<file path="config.mk">
export PLATFORM = sky130hd
export DESIGN_NAME = sprite_draw_engine
export DESIGN_NICKNAME = d
export VERILOG_FILES = /design/src/rtl/sprite_draw_engine_pkg.sv /design/src/rtl/sprite_scan_counter.sv /design/src/rtl/sprite_draw_engine.sv
export SDC_FILE = /design/constraint.sdc
export NUM_CORES = 1
export LEC_CHECK = 0
export ABC_AREA = 1
export CORE_MARGIN = 3
export CORE_UTILIZATION = 40
export CTS_CLUSTER_SIZE = 30
export DETAILED_ROUTE_END_ITERATION = 16
export MAX_ROUTING_LAYER = met4
export PLACE_DENSITY = 0.72
export SYNTH_ARGS = -nofsm -noshare
export SYNTH_HDL_FRONTEND = slang
export SYNTH_SLANG_ARGS = --single-unit
</file>
<file path="constraint.sdc">
create_clock -name clock -period 10.7 [get_ports clock]
set_clock_uncertainty 0.05 [all_clocks]
set_input_delay 3.21 -clock clock [delete_from_list [all_inputs] [get_ports clock]]
set_output_delay 3.21 -clock clock [all_outputs]
set_load 0.02 [all_outputs]
</file>
<file path="src/rtl/sprite_draw_engine_pkg.sv">
// Shared constants and encodings for the sprite drawing blocks.
package sprite_draw_engine_pkg;

  localparam int SCREEN_W = 320;
  localparam int SCREEN_H = 240;
  localparam int COLOUR_W = 9;
  localparam logic [COLOUR_W-1:0] TRANSPARENT = 9'h1FF;

  typedef enum logic [1:0] {
    IDLE  = 2'd0,
    SCAN  = 2'd1,
    FLUSH = 2'd2,
    DONE  = 2'd3
  } state_t;

  typedef enum logic {
    MODE_BG   = 1'b0,
    MODE_CHAR = 1'b1
  } mode_t;

endpackage

</file>
<file path="src/rtl/sprite_scan_counter.sv">
// Column/row raster counter over a sprite window; column runs fastest.
module sprite_scan_counter #(
  parameter int SPRITE_W = 8,
  parameter int SPRITE_H = 8,
  localparam int COL_W = $clog2(SPRITE_W),
  localparam int ROW_W = $clog2(SPRITE_H)
) (
  input  logic             clock,
  input  logic             resetn,
  input  logic             clear_i,
  input  logic             enable_i,
  output logic [COL_W-1:0] col_o,
  output logic [ROW_W-1:0] row_o,
  output logic             last_o
);

  localparam logic [COL_W-1:0] COL_LAST = COL_W'(SPRITE_W - 1);
  localparam logic [ROW_W-1:0] ROW_LAST = ROW_W'(SPRITE_H - 1);

  logic [COL_W-1:0] col_q, col_d;
  logic [ROW_W-1:0] row_q, row_d;

  // Row wraps to zero naturally because both dimensions are powers of two.
  always_comb begin
    col_d = col_q;
    row_d = row_q;
    if (clear_i) begin
      col_d = '0;
      row_d = '0;
    end else if (enable_i) begin
      if (col_q == COL_LAST) begin
        col_d = '0;
        row_d = row_q + 1'b1;
      end else begin
        col_d = col_q + 1'b1;
      end
    end
  end

  always_ff @(posedge clock) begin
    if (!resetn) begin
      col_q <= '0;
      row_q <= '0;
    end else begin
      col_q <= col_d;
      row_q <= row_d;
    end
  end

  assign col_o  = col_q;
  assign row_o  = row_q;
  assign last_o = (col_q == COL_LAST) && (row_q == ROW_LAST);

endmodule

</file>
<file path="src/rtl/sprite_draw_engine.sv">
// Draw-handshake responder: scans a sprite window from the background or
// character ROM and drives the VGA adapter's plot interface.
module sprite_draw_engine
  import sprite_draw_engine_pkg::*;
#(
  parameter int SPRITE_W = 8,
  parameter int SPRITE_H = 8,
  localparam int COL_W  = $clog2(SPRITE_W),
  localparam int ROW_W  = $clog2(SPRITE_H),
  localparam int ADDR_W = COL_W + ROW_W
) (
  input  logic                clock,
  input  logic                resetn,
  input  logic                drawBG,
  input  logic                drawChar,
  input  logic [8:0]          xCoordinate,
  input  logic [7:0]          yCoordinate,
  output logic [16:0]         bgAddr,
  input  logic [COLOUR_W-1:0] bgData,
  output logic [ADDR_W-1:0]   charAddr,
  input  logic [COLOUR_W-1:0] charData,
  output logic                plot,
  output logic [8:0]          vgaX,
  output logic [7:0]          vgaY,
  output logic [COLOUR_W-1:0] colour,
  output logic                doneBG,
  output logic                doneChar
);

  state_t state_q, state_d;
  mode_t  mode_q, mode_d;
  logic [8:0] baseX_q, baseX_d;
  logic [7:0] baseY_q, baseY_d;
  logic doneBG_q, doneBG_d;
  logic doneChar_q, doneChar_d;

  logic [COL_W-1:0] col;
  logic [ROW_W-1:0] row;
  logic lastPix;
  logic issue;
  logic [9:0] xSum;
  logic [8:0] ySum;
  logic [16:0] bgAddrCalc;

  logic valid1_q;
  logic [9:0] x1_q;
  logic [8:0] y1_q;
  logic plot_q, plot_d;
  logic [8:0] vgaX_q;
  logic [7:0] vgaY_q;
  logic [COLOUR_W-1:0] colour_q, pixelColour;

  assign issue = (state_q == SCAN);

  sprite_scan_counter #(
    .SPRITE_W(SPRITE_W),
    .SPRITE_H(SPRITE_H)
  ) u_scan (
    .clock   (clock),
    .resetn  (resetn),
    .clear_i (state_q == IDLE),
    .enable_i(issue),
    .col_o   (col),
    .row_o   (row),
    .last_o  (lastPix)
  );

  // Sums keep their carry so a wrap past 511/255 is seen as off-screen.
  assign xSum = {1'b0, baseX_q} + {{(10 - COL_W){1'b0}}, col};
  assign ySum = {1'b0, baseY_q} + {{(9 - ROW_W){1'b0}}, row};
  assign bgAddrCalc = {1'b0, ySum[7:0], 8'b0} + {3'b0, ySum[7:0], 6'b0}
                    + {8'b0, xSum[8:0]};

  assign bgAddr   = issue ? bgAddrCalc : '0;
  assign charAddr = issue ? {row, col} : '0;

  always_comb begin
    state_d    = state_q;
    mode_d     = mode_q;
    baseX_d    = baseX_q;
    baseY_d    = baseY_q;
    doneBG_d   = 1'b0;
    doneChar_d = 1'b0;
    unique case (state_q)
      IDLE: begin
        if (drawBG || drawChar) begin
          baseX_d = xCoordinate;
          baseY_d = yCoordinate;
          mode_d  = drawBG ? MODE_BG : MODE_CHAR;
          state_d = SCAN;
        end
      end
      SCAN: begin
        if (lastPix) state_d = FLUSH;
      end
      FLUSH: state_d = DONE;
      DONE: begin
        // Done is shown for at least one cycle even if the request already fell.
        doneBG_d   = (mode_q == MODE_BG);
        doneChar_d = (mode_q == MODE_CHAR);
        if ((doneBG_q || doneChar_q) &&
            !((mode_q == MODE_BG) ? drawBG : drawChar)) begin
          doneBG_d   = 1'b0;
          doneChar_d = 1'b0;
          state_d    = IDLE;
        end
      end
      default: state_d = IDLE;
    endcase
  end

  always_ff @(posedge clock) begin
    if (!resetn) begin
      state_q    <= IDLE;
      mode_q     <= MODE_BG;
      baseX_q    <= '0;
      baseY_q    <= '0;
      doneBG_q   <= 1'b0;
      doneChar_q <= 1'b0;
    end else begin
      state_q    <= state_d;
      mode_q     <= mode_d;
      baseX_q    <= baseX_d;
      baseY_q    <= baseY_d;
      doneBG_q   <= doneBG_d;
      doneChar_q <= doneChar_d;
    end
  end

  assign pixelColour = (mode_q == MODE_CHAR) ? charData : bgData;
  assign plot_d = valid1_q && (x1_q < 10'(SCREEN_W)) && (y1_q < 9'(SCREEN_H))
                && !((mode_q == MODE_CHAR) && (charData == TRANSPARENT));

  // Stage 1 lines coordinates up with ROM data; stage 2 drives the VGA port.
  always_ff @(posedge clock) begin
    if (!resetn) begin
      valid1_q <= 1'b0;
      x1_q     <= '0;
      y1_q     <= '0;
      plot_q   <= 1'b0;
      vgaX_q   <= '0;
      vgaY_q   <= '0;
      colour_q <= '0;
    end else begin
      valid1_q <= issue;
      x1_q     <= xSum;
      y1_q     <= ySum;
      plot_q   <= plot_d;
      vgaX_q   <= x1_q[8:0];
      vgaY_q   <= y1_q[7:0];
      colour_q <= pixelColour;
    end
  end

  assign plot     = plot_q;
  assign vgaX     = vgaX_q;
  assign vgaY     = vgaY_q;
  assign colour   = colour_q;
  assign doneBG   = doneBG_q;
  assign doneChar = doneChar_q;

endmodule

</file>
# --- After elaboration in Yosys (flattened, before gate mapping) ---
# Index checks and enable logic that the tools add are counted.
op_classes:
  mux: 10
  bitwise: 3
  addsub: 6
  multipliers: 0
  n_reduce_logical: 16
  n_eq_ne: 9
  shift: 0
  order_cmp: 2
  div: 0
op_table:
  columns: ["cell", "n"]
  rows:
  - ["adder 16 x 14 -> 17 bit", 1]
  - ["adder 17 x 9 -> 17 bit", 1]
  - ["2-to-1 mux 17 bit", 1]
  - ["adder 9 x 3 -> 10 bit", 1]
  - ["less-than comparator 10 x 9 -> 1 bit (second input constant)", 1]
  - ["adder 8 x 3 -> 9 bit", 1]
  - ["equality test 9 bit (second input constant)", 1]
  - ["less-than comparator 9 x 8 -> 1 bit (second input constant)", 1]
  - ["2-to-1 mux 9 bit", 1]
  - ["case mux 2 bit (4 select lines)", 1]
  - ["adder 3 x 1 -> 3 bit (second input constant)", 2]
  - ["equality test 3 bit (second input constant)", 2]
  - ["logical AND 1 bit", 6]
  - ["2-to-1 mux 2 bit", 3]
  - ["2-to-1 mux 6 bit", 1]
  - ["!= test 2 bit (second input constant)", 3]
  - ["equality test 2 bit (second input constant)", 2]
  - ["AND reduction 2 bit", 2]
  - ["2-to-1 mux 3 bit", 1]
  - ["inverter 1 bit", 3]
  - ["AND reduction 3 bit", 1]
  - ["OR reduction 3 bit", 1]
  - ["equality test 2 x 1 -> 1 bit (second input constant)", 1]
  - ["logical NOT 1 bit", 2]
  - ["other kinds (4)", 6]
totals:
  out_inout_bits: 52
  mem_count: 0
  elab_cells: 61
  inputBits: 39
  latchBits: 0
  register_bits: 75
  ram_bits: 0
  romBits: 0

# --- Longest topological paths before layout ---
depth:
  ltp_word: 5
  depth_mapped: 20
  mapped_depth_nobuf: 20

# --- Modules after synthesis ---
# A second synthesis with hierarchy kept.
hier_totals:
  cells_unflattened: 500
  hier_area_um2: 3644.7
modules_own_cells:
  columns: ["mod", "cells_each", "seq_area_each_um2", "instances", "area_per_inst_um2"]
  rows:
  - ["sprite_draw_engine", 456, 1381.3, 1, 3318.2]
  - ["sprite_scan_counter", 44, 120.1, 1, 326.6]

# --- Worst setup path after synthesis ---
# Ideal clock, no wire load.
synth_path:
  kind: "register to output"
  start: "reg u_scan.col_q[0], in the netlist u_scan.col_o[0]"
  end: "out bgAddr[15]"
  path_buffers: 0
  required_ns: 7.440
  arrival_time_ns: 3.097
  stages_incl_launch_ff: 17
  setup_slack_ns: 4.343
  cell_sequence: "dfxtp_1 > ha_1 > inv_1 > fa_1 > o21ai_2 > nand2_1 > xor2_1 > fa_1 > inv_1 > fa_1 > nand3_1 > nand3_1 > nand2_1 > nand2_1 > nand3_1 > nand2_1 > nor2_1"
synth_via:
  elab_chain_len: 3
synth_lines:
  columns: ["item", "line", "source"]
  rows:
  - ["start, declared", "sprite_scan_counter.sv:20", "logic [COL_W-1:0] col_q, col_d;"]
  - ["start signal, assigned", "sprite_scan_counter.sv:45", "col_q <= col_d;"]
  - ["adder 9 x 3 -> 10 bit", "sprite_draw_engine.sv:69", "assign xSum = {1'b0, baseX_q} + {{(10 - COL_W){1'b0}}, col};"]
  - ["adder 17 x 9 -> 17 bit", "sprite_draw_engine.sv:72", "+ {8'b0, xSum[8:0]};"]
  - ["2-to-1 mux 17 bit", "sprite_draw_engine.sv:74", "assign bgAddr = issue ? bgAddrCalc : '0;"]
  - ["end, declared", "sprite_draw_engine.sv:18", "output logic [16:0] bgAddr,"]
# Every way passes these cells.

# --- Worst setup path after layout ---
# Ends and elaborated chain as after synthesis.

==> summary.md <==
| Metric | Value |
|---|---|
| Clock share of power | `0.187` |
| Max Cap Violations | `0` |
| # diodes | `0` |
| M2 GR Usage | `0.287` |
| DR vias | `approximately 3300` |
| Main combinational cell family by area after synthesis | `simple AND/OR/NAND/NOR gates` |
| Post-synthesis xor/xnor area fraction | `0.0147` |
| H-tree Lvls | `3` |
| Required @ worst endpoint | `7.44 ns` |
| Compound-Gate Fraction of Synth Area | `0.0875` |
| Finished Core Util | `0.557` |
| Simple-gate share of the synthesized area | `0.246` |
| Normalized max-slew margin | `0.445` |
| RSZ-0062 raised after global routing | `no` |
| P_sw | `0.000408 W` |
| CTS tree | `done` |
| Cell Area, Synth | `3570 sq um` |
| Top Ports | `91` |
| GRT Util Overall | `0.177` |
| Post-route cell area | `4710 sq um` |
| Worst-Margin Slew | `0.832 ns` |
| Dpl hpwl | `6610 um` |
| Area after DPL | `4550 sq um` |
| First-pass iteration count of the detailed router | `4` |
| Placed cells | `669` |
| Final hold slack | `0.362 ns` |
| Largest net degree at the start of global routing | `52` |
| Final Hold Fails | `0` |
| Met3 Use GR | `0.0457` |
| Synth Warn # | `0` |
| Die ar. | `10100 sq um` |
| CP cell instances | `ha_1 > inv_1 > fa_1 > o21ai_2 > nand2_1 > xor2_1 > fa_1 > inv_1 > fa_1 > nand3_1 > nand3_1 > nand2_1 > nand2_1 > nand3_1 > nand2_1 > nor2_1 > clkdlybuf4s50_1` |
| Std cell rows | `33` |
| Crit start category | `flop` |
| Initial antenna violation count | `0` |
| Worst Hold Endpoint | `vgaX[3]` |
| Syn nets | `about 560` |
| Setup Fix Bufs, Post-CTS | `0` |
| Final setup viols | `0` |
| Status | `completed` |
| Worst hold stages | `2` |
| Bufs and invs on worst path | `3` |
| Seq/Total Area, Yosys | `0.420` |
| Finished Layout Cells | `684` |
| Distinct cell type count after synthesis | `25` |
| Tmin final | `7.45 ns` |
| Die height | `101 um` |
| Final Max Slew Viols | `0` |
| Power per Cell Area | `213 nW/um^2` |
| DRC violations left | `0` |
| Clock latency on the worst-skew pair | `0.35 ns` |
| CTS buffer count | `9` |
| Logic pwr share | `0.439` |
| Drt wl/cell | `12.3 um` |
| Setup Crit Path Kind | `flop to output port` |
| Synth Area per Inst | `7.36 sq um` |
| # nets final | `approximately 650` |
| Post-synthesis cell count | `486` |
| Pleak | `between 2 and 2.5 nW` |
| Hold_sp | `x1_q[3]` |
| Register bit total from synthesis | `75` |
| R2R depth | `5` |
| R2R Setup Slk | `a little under 9 ns` |
| Share of power burned in registers | `0.374` |
| Die Span X | `101 um` |
| CP max FO | `4` |
| Cell mode on critical path | `nand2_1` |
| Post-DRT Antenna Nets | `0` |
| Clock root cell | `clkbuf_8` |
| M1 GR Usage | `0.220` |
| Switching Share | `0.408` |
| Post-DR vias/cell | `4.76` |
| Number of global-route vias before repair | `3137` |
| CP max stage delay | `0.62 ns` |
| Starting Density | `0.422` |
| P_int | `just under 0.0006 W` |
| Gr busiest metal | `met2` |
| IO Port Bufs | `90` |
| Setup TNS | `0 ns` |
| Sink Count | `75` |
| First-pass GRT wire length | `around 14000 um` |
| CTS clk-pin slew, worst paths | `0.07 ns` |
| Hold crit path type | `flop to flop` |
| Delay-heaviest family, CP | `adder cells` |
| Reg-to-Reg End | `u_scan.col_o[1]` |
| DRT iter0 DRCs | `140` |
| Post-Route WL | `approximately 8400 um` |
| Post-CTS Resized | `0` |
| Core area | `8460 sq um` |
| Post-CTS Hold Buffers | `0` |
| Max Fclk | `134 MHz` |
| CP max-delay cell | `clkdlybuf4s50_1` |
| CTS max path bufs | `2` |
| VDD IR max | `0.132 mV` |
| GP Congestion | `roughly 0.84` |
| Period utilisation layout | `0.697` |
| Worst Path Arrival | `approximately 4.2 ns` |
| Remaining Overflow, GRT | `0` |
| Fraction of layout cells with a size suffix above 1 | `0.0449` |
| Post-synthesis mux area share | `0` |
| Worst setup EP type | `output port` |
| Adder-cell area share of the yosys netlist | `0.124` |
| CP Depth | `17` |
| Reg-to-reg startpoint | `state_q[1]` |
| P&R area growth vs syn | `31.9%` |
kinds of logic after synthesis:
group / Yosys count
buffers and inverters: 97
XOR/XNOR: 6
adder cells (fa/ha/maj): 33
AND/OR/NAND/NOR: 215
flip-flops: 75
AO/OA/AOI/OAI: 60
worst min-delay path: cells and delay by family (launching register included):
kind | cells | cell delay [ns]
and+or+nand+nor | 1 | 0.04
buffers and inverters | 1 | 0.04
DFF | 1 | 0.31
placed cells by master (no fill, tap or decap):
| cell type | netlist | layout |
|---|---|---|
| nand2_1 | 104 | 104 |
| clkdlybuf4s50_1 | 0 | 90 |
| inv_1 | 81 | 81 |
| dfxtp_1 | 75 | 75 |
| nor2_1 | 69 | 69 |
| ha_1 | 29 | 29 |
| o21ai_0 | 27 | 27 |
| a21oi_1 | 25 | 25 |
| nand3_1 | 24 | 24 |
| clkbuf_8 | 0 | 10 |
| nand4_1 | 8 | 8 |
| nor3_1 | 5 | 5 |
| xor2_1 | 5 | 5 |
| o21ai_1 | 4 | 4 |
| fa_1 | 4 | 4 |
| inv_2 | 3 | 3 |
| clkinv_2 | 0 | 3 |
| o21ai_2 | 2 | 2 |
| nor2_2 | 2 | 2 |
| nand2_2 | 2 | 2 |
| clkinvlp_4 | 0 | 2 |
| xnor2_1 | 1 | 1 |
| o21bai_1 | 1 | 1 |
| a211oi_1 | 1 | 1 |
| nor2_4 | 1 | 1 |
| buf_4 | 0 | 1 |
worst max path at each step:
stage / from / to / slack, ns
floorplan: u_scan.col_o[0] / bgAddr[15] / 4.34
global placement: u_scan.col_o[0] / bgAddr[15] / 3.73
detailed placement: u_scan.row_o[0] / bgAddr[15] / 3.59
CTS: u_scan.col_o[0] / bgAddr[15] / 3.20
global route: u_scan.col_o[0] / bgAddr[15] / 2.98
finish: u_scan.col_o[0] / bgAddr[15] / 3.25
registers in the layout (all words and copies together) (netlist names):
signal	cells
u_scan.row_o	3
u_scan.col_o	3
vgaX	9
colour	9
plot	1
mode_q	1
doneChar	1
state_q	2
baseX_q	9
y1_q	9
vgaY	8
doneBG	1
valid1_q	1
x1_q	10
baseY_q	8
through the flow:
stage | worst slack (ns) | total power, W
5_1_grt | 2.98 | 0.00108
4_1_cts | 3.20 | 0.00101
3_3_place_gp | 3.73 | 0.000807
2_1_floorplan | 4.34 | 0.000670
3_5_place_dp | 3.59 | 0.000822
6_report | 3.25 | 0.00100
synth_stat cells:
| cell | number | area (sq um) |
|---|---|---|
| nand4_1 | 8 | 50.1 |
| o21ai_1 | 4 | 20.0 |
| buf_6 | 2 | 22.5 |
| nand2_2 | 2 | 12.5 |
| nor2_2 | 2 | 12.5 |
| buf_1 | 2 | 7.51 |
| fa_1 | 4 | 80.1 |
| inv_1 | 81 | 304 |
| nand3_1 | 24 | 120 |
| clkbuf_1 | 5 | 18.8 |
| inv_2 | 3 | 11.3 |
| buf_2 | 4 | 20.0 |
| xor2_1 | 5 | 43.8 |
| nor2_4 | 1 | 11.3 |
| nand2_1 | 104 | 390 |
| ha_1 | 29 | 363 |
| a21oi_1 | 25 | 125 |
| o21ai_0 | 27 | 135 |
| xnor2_1 | 1 | 8.76 |
| nor3_1 | 5 | 25.0 |
| nor2_1 | 69 | 259 |
| a211oi_1 | 1 | 7.51 |
| dfxtp_1 | 75 | 1500 |
| o21ai_2 | 2 | 17.5 |
| o21bai_1 | 1 | 7.51 |
power groups by stage:
stage | Clock [W] | Sequential, W | Combinational (W)
floorplan | 0 | 0.000386 | 0.000284
global placement | 0 | 0.000378 | 0.000430
detailed placement | 0 | 0.000380 | 0.000442
CTS | 0.000192 | 0.000374 | 0.000444
global route | 0.000203 | 0.000382 | 0.000494
finish | 0.000188 | 0.000375 | 0.000439
layer usage:
metal | vias to the layer above | share of wire
li1 | 1686 | -
met1 | 1464 | 0.45
met2 | 87 | 0.48
met3 | 16 | 0.050
met4 | 0 | 0.020
met5 | - | 0
area by class of cell:
| cell class | count | area (sq um) |
|---|---|---|
| Multi-Input combinational cell | 314 | 1690 |
| Tap cell | 105 | 131 |
| Timing Repair Buffer | 91 | 908 |
| Sequential cell | 75 | 1500 |
| Clock buffer | 10 | 138 |
| Clock inverter | 5 | 30.0 |
| Fill cell | 793 | 3750 |
| Inverter | 84 | 315 |
(Power assumes the default switching activity.)
